**src/rtl/simon_sequencer.sv**
```systemverilog
`default_nettype none
// +--------------------------------------------------------------------------+
// | Module   : simon_sequencer                                               |
// | Purpose  : Simon Says game controller. Each round appends one random     |
// |            colour to the sequence, plays the sequence back on the LEDs,  |
// |            then checks the player's presses against it.                  |
// | Ports    : clk, reset_n (async, active-low), tick (timing enable),       |
// |            start (level), rnd[1:0] (LFSR colour), button[3:0] (player);  |
// |            colour[3:0] (LEDs), score[SW-1:0], busy, game_over, win.      |
// | Revision : 1.0  initial release                                          |
// +--------------------------------------------------------------------------+
module simon_sequencer #(
  parameter int MAX_LEN       = 16,
  parameter int ON_TICKS      = 5_000_000,
  parameter int OFF_TICKS     = 2_500_000,
  parameter int TIMEOUT_TICKS = 30_000_000,
  localparam int SW           = $clog2(MAX_LEN + 1)
) (
  input  logic          clk,
  input  logic          reset_n,
  input  logic          tick,
  input  logic          start,
  input  logic [1:0]    rnd,
  input  logic [3:0]    button,
  output logic [3:0]    colour,
  output logic [SW-1:0] score,
  output logic          busy,
  output logic          game_over,
  output logic          win
);

  localparam int c_IDX_W   = (MAX_LEN > 1) ? $clog2(MAX_LEN) : 1;
  localparam int c_TMR_MAX = (ON_TICKS > OFF_TICKS)
                             ? ((ON_TICKS  > TIMEOUT_TICKS) ? ON_TICKS  : TIMEOUT_TICKS)
                             : ((OFF_TICKS > TIMEOUT_TICKS) ? OFF_TICKS : TIMEOUT_TICKS);
  localparam int c_TMR_W   = $clog2(c_TMR_MAX + 1);

  typedef enum logic [2:0] {
    S_IDLE     = 3'd0,
    S_ADD      = 3'd1,
    S_SHOW_ON  = 3'd2,
    S_SHOW_OFF = 3'd3,
    S_WAIT_IN  = 3'd4,
    S_RELEASE  = 3'd5,
    S_LOSE     = 3'd6,
    S_WIN      = 3'd7
  } state_t;

  state_t               r_state;
  state_t               w_state_next;
  logic [c_TMR_W-1:0]   r_timer;
  logic [c_TMR_W-1:0]   w_tmr_inc;
  logic [SW-1:0]        r_len;
  logic [SW-1:0]        w_len_next;
  logic [c_IDX_W-1:0]   r_idx;
  logic [c_IDX_W-1:0]   w_idx_next;
  logic [SW-1:0]        w_score_next;
  logic [3:0]           r_btn_prev;
  logic [1:0]           r_mem [MAX_LEN];
  logic                 w_mem_we;
  logic                 w_press;
  logic                 w_last;
  logic                 w_timed;
  logic [1:0]           w_show_val;
  logic [3:0]           w_colour_next;
  logic                 w_busy_next;
  logic                 w_over_next;
  logic                 w_win_next;

  function automatic logic [3:0] onehot(input logic [1:0] c);
    return 4'b0001 << c;
  endfunction

  assign w_tmr_inc = r_timer + c_TMR_W'(1);
  assign w_press   = (button != 4'b0000) && (r_btn_prev == 4'b0000);
  assign w_last    = (SW'(r_idx) == (r_len - SW'(1)));
  assign w_timed   = (r_state == S_SHOW_ON) || (r_state == S_SHOW_OFF) ||
                     (r_state == S_WAIT_IN) || (r_state == S_RELEASE);

  // State register
  always_ff @(posedge clk or negedge reset_n) begin
    if (!reset_n) begin
      r_state <= S_IDLE;
    end else begin
      r_state <= w_state_next;
    end
  end

  // Next-state, datapath updates and next-cycle output values
  always_comb begin
    w_state_next = r_state;
    w_len_next   = r_len;
    w_idx_next   = r_idx;
    w_score_next = score;
    w_mem_we     = 1'b0;

    case (r_state)
      S_IDLE: begin
        if (start) begin
          w_state_next = S_ADD;
          w_len_next   = '0;
          w_score_next = '0;
        end
      end
      S_ADD: begin
        w_mem_we     = 1'b1;
        w_len_next   = r_len + SW'(1);
        w_idx_next   = '0;
        w_state_next = S_SHOW_ON;
      end
      S_SHOW_ON: begin
        if (tick && (w_tmr_inc == c_TMR_W'(ON_TICKS))) begin
          w_state_next = S_SHOW_OFF;
        end
      end
      S_SHOW_OFF: begin
        if (tick && (w_tmr_inc == c_TMR_W'(OFF_TICKS))) begin
          if (w_last) begin
            w_idx_next   = '0;
            w_state_next = S_WAIT_IN;
          end else begin
            w_idx_next   = r_idx + c_IDX_W'(1);
            w_state_next = S_SHOW_ON;
          end
        end
      end
      S_WAIT_IN: begin
        // A press takes priority over a timeout landing in the same cycle
        if (w_press) begin
          w_state_next = (button == onehot(r_mem[r_idx])) ? S_RELEASE : S_LOSE;
        end else if (tick && (w_tmr_inc == c_TMR_W'(TIMEOUT_TICKS))) begin
          w_state_next = S_LOSE;
        end
      end
      S_RELEASE: begin
        if (button == 4'b0000) begin
          if (w_last) begin
            w_score_next = r_len;
            w_state_next = (r_len == SW'(MAX_LEN)) ? S_WIN : S_ADD;
          end else begin
            w_idx_next   = r_idx + c_IDX_W'(1);
            w_state_next = S_WAIT_IN;
          end
        end else if (tick && (w_tmr_inc == c_TMR_W'(TIMEOUT_TICKS))) begin
          w_state_next = S_LOSE;
        end
      end
      S_LOSE, S_WIN: begin
        if (!start) begin
          w_state_next = S_IDLE;
        end
      end
      default: w_state_next = S_IDLE;
    endcase

    // The first playback colour of round one is being written this very
    // cycle, so forward it instead of reading the not-yet-written entry.
    if ((r_state == S_ADD) && (r_len == '0)) begin
      w_show_val = rnd;
    end else begin
      w_show_val = r_mem[w_idx_next];
    end

    // Outputs are registered from the upcoming state so flags line up with it
    w_colour_next = 4'b0000;
    case (w_state_next)
      S_IDLE, S_WAIT_IN, S_RELEASE: w_colour_next = button;
      S_SHOW_ON:                    w_colour_next = onehot(w_show_val);
      S_LOSE:                       w_colour_next = 4'b1111;
      default:                      w_colour_next = 4'b0000;
    endcase
    w_busy_next = (w_state_next == S_ADD)     || (w_state_next == S_SHOW_ON) ||
                  (w_state_next == S_SHOW_OFF) || (w_state_next == S_WAIT_IN) ||
                  (w_state_next == S_RELEASE);
    w_over_next = (w_state_next == S_LOSE);
    w_win_next  = (w_state_next == S_WIN);
  end

  // Datapath and output registers
  always_ff @(posedge clk or negedge reset_n) begin
    if (!reset_n) begin
      r_timer    <= '0;
      r_len      <= '0;
      r_idx      <= '0;
      r_btn_prev <= '0;
      colour     <= '0;
      score      <= '0;
      busy       <= 1'b0;
      game_over  <= 1'b0;
      win        <= 1'b0;
    end else begin
      r_btn_prev <= button;
      r_len      <= w_len_next;
      r_idx      <= w_idx_next;
      score      <= w_score_next;
      colour     <= w_colour_next;
      busy       <= w_busy_next;
      game_over  <= w_over_next;
      win        <= w_win_next;
      if (w_state_next != r_state) begin
        r_timer <= '0;
      end else if (tick && w_timed) begin
        r_timer <= w_tmr_inc;
      end
    end
  end

  // Sequence storage; contents are meaningless until written, so no reset
  always_ff @(posedge clk) begin
    if (w_mem_we) begin
      r_mem[c_IDX_W'(r_len)] <= rnd;
    end
  end

endmodule
`default_nettype wire

```
**config.mk**
```make
export PLATFORM = sky130hd
export DESIGN_NAME = simon_sequencer
export DESIGN_NICKNAME = d
export VERILOG_FILES = /design/src/rtl/simon_sequencer.sv
export SDC_FILE = /design/constraint.sdc
export NUM_CORES = 1
export LEC_CHECK = 0
export CAP_MARGIN = 20
export CORE_MARGIN = 2
export CORE_UTILIZATION = 40
export CTS_BUF_LIST = sky130_fd_sc_hd__clkbuf_8
export DETAILED_ROUTE_END_ITERATION = 10
export GPL_TIMING_DRIVEN = 0
export PLACE_DENSITY_LB_ADDON = 0.12
export SYNTH_ARGS = -nofsm -noshare
export SYNTH_HDL_FRONTEND = slang
export SYNTH_SLANG_ARGS = --single-unit
export TNS_END_PERCENT = 20
```
**constraint.sdc**
```tcl
create_clock -name clk -period 5.7 [get_ports clk]
set_input_delay 0.57 -clock clk [delete_from_list [all_inputs] [get_ports clk]]
set_output_delay 0.57 -clock clk [all_outputs]
set_load 0.01 [all_outputs]
```
==> out/results.tsv <==
metric	value	unit
status	complete, no violations	
Via density	5.46	
clk sinks	85	
Core Area	13100	um^2
Syn Nets	565	
initial antenna violation count	0	
gate count after technology mapping	545	
Synth top area share	0.250	
layout cells sized above 1	0.0957	
syn_area_per_cell	9.72	um^2
DR iter-0 viols	348	
H-Tree Depth	3	
largest net degree at the start of global routing	35	
crit-path max cell delay	0.65	ns
WL final	12700	um
DRC Markers	0	
Synth Register Bits	85	
ys async rst share	0.624	
PortBufs	21	
Worst Clk Skew	0.0139	ns
routed len/inst	16.6	um
Die Ht	119	um
final hold violations	0	
worst hold slack	0.138	ns
setup ws final	0.944	ns
flip-flop and latch area	2290	um^2
commonest non-fill, non-tap cell in the layout	nor2_1	
critical path arrival	5.04	ns
Fill cells	1281	
Final Cycle Share	0.834	
fmax	210	MHz
Setup Viol. Count Final	0	
gpl congestion	0.878	
Row Count	42	
post-synthesis sequential area ratio	0.432	
# IOs	22	
Final #Nets	600	
CP top delay family	simple AND/OR/NAND/NOR gates	
Power per Cell Area	392	nW/um^2
post-CTS setup repair buffer count	0	
Slew Limit Headroom	0.386	
WP data required	5.98	ns
First-pass DRT Iterations	5	
Cell Count Post-Placement	744	
CP Buf/Inv Count	2	
area leader, netlist	dfrtp_1	
largest fanout on the critical path	10	
Clk pin slew, worst setup/hold paths	0.09	ns
via count	4156	
Cell Area, Synth	5300	um^2
root buffer cell	clkbuf_8	
hold_buf cts	0	
dpl cell area	5750	um^2
CP max-delay cell	or4_1	
die footprint	14200	um^2
TritonCTS clock tree	built	
vias in the first global route	4129	
setup TNS	0	ns
yosys warns	0	
HPWL Detailed	9270	um
first-pass GRT wire length	21600	um
DIE WIDTH	119	um
max-cap viol count	0	
Cell Count, Final, Fillers Out	761	
Yosys cell types	63	
cts repair resizes	0	
ys flop type	dfrtp_1	
Tot GR Track Use	0.195	
largest cells by area after synthesis	dfrtp_1 (25%), edfxtp_1 (18%), nor2_1 (5.5%), xnor2_1 (4.6%), mux2i_1 (4.3%)	
Total Power	2.35	mW
Post-synth EDFFs	32	
Hold Path Class	primary input to async pin	
RSZ-0062 raised after global routing	no	
CP cell instances	buf_2, nand4_1, or4_1, nor4_1, xor2_1, nor4_1, nand4_1, and2_1, a2bb2oi_1, buf_2, mux2i_1, a32oi_1, a31oi_1, nand2b_1, a211oi_1	
LEAKAGE	2.22	nW
Initial Utilization	0.405	
Multi-input gate area	2820	um^2
Max VDD drop	0.000137	V
CTS max path bufs	2	
Slew Limit Fails	0	
Core Util, Final	0.457	
most frequent cells in the layout	nor2_1 (78), nand2_1 (59), dfrtp_1 (53)	
Worst Tran Pin Value	0.914	ns
CTS buffer count	9	
GRT overflow	0	
post-layout instance area	5980	um^2
Critical Path Sink Type	flip-flop	
dpl ws	0.969	ns
diode count	0	
startpoint class of the critical path	flip-flop	
Routed Antenna Nets	0	
WS Path Type	flip-flop to flip-flop	
Area growth syn-to-layout	12.8	%
post-layout min period	4.76	ns
Worst-Skew Late Latency	0.38	ns
==> kinds of logic after synthesis <==
group           count (synthesis)  synth area share
simple gates                  243             0.233
flops                          85             0.432
compound gates                 81             0.107
xor+xnor                       47            0.0777
buf+inv                        44            0.0373
mux                            35            0.0902
fa+ha+maj                      10            0.0236
==> per-layer routing <==
| metal | vias up | share of wire | GRT usage |
|---|---|---|---|
| li1 | 2035 | - | - |
| met1 | 2012 | 0.49 | 0.280 |
| met2 | 88 | 0.44 | 0.289 |
| met3 | 21 | 0.041 | 0.0321 |
| met4 | 0 | 0.026 | 0.0848 |
| met5 | - | 0 | 0 |
==> synth_stat cells, types with 3 or more instances <==
cell type,n
inv_1,14
dfrtp_1,53
nor2_1,78
nand4_1,13
a21o_1,3
a211oi_1,3
a22o_1,3
a21oi_1,14
and2_1,5
nor4_1,7
nor4_4,3
mux2i_1,23
mux4_2,10
buf_2,8
or4_1,5
nand3b_1,5
a31oi_1,9
o21ai_0,18
nand3_1,15
edfxtp_1,32
or2_1,3
xnor2_1,28
ha_1,10
nor3_1,20
nor2b_1,4
or3_1,4
o31ai_1,6
clkbuf_1,17
nand2_1,59
xor2_1,19
nand2b_1,8
buf_6,3
and4_1,3
==> worst reg2reg max path: cells and delay by family (launching register included) <==
kind	cells	cell delay [ns]
compound gates	4	0.93
xor+xnor	1	0.14
buf+inv	2	0.49
flops	1	0.32
mux	1	0.27
simple gates	7	2.52
==> registers in the layout (all words and copies together) (netlist names) <==
register	count
r_btn_prev	4
win	1
score	5
r_len	5
r_state	3
r_mem	32
game_over	1
colour	4
r_timer	25
busy	1
r_idx	4
==> cell type report <==
type,instances,area share
flip-flops and latches,85,0.382
multi-input cells,416,0.471
well taps,176,0.0368
clock buffers,9,0.0207
inverters,14,0.00879
clock inverters,7,0.0165
plain buffers,30,0.0243
repair buffers,24,0.0397
==> power by group <==
| part | internal, mW | switching, mW |
|---|---|---|
| registers | 0.702 | 0.0491 |
| logic | 0.450 | 0.659 |
| clock network | 0.250 | 0.236 |
==> final timing paths <==
check	from	to	slack, ns	cells after the start
max	r_timer[8]	colour[1]	0.94	15
min	reset_n	r_timer[3]	0.14	1
max reg2reg	r_timer[8]	colour[1]	0.94	15
min reg2reg	score[2]	score[2]	0.50	2
max in group asynchronous	reset_n	r_timer[19]	5.01	2
min in group clk	score[2]	score[2]	0.50	2
Power figures use the tool's default switching activity.
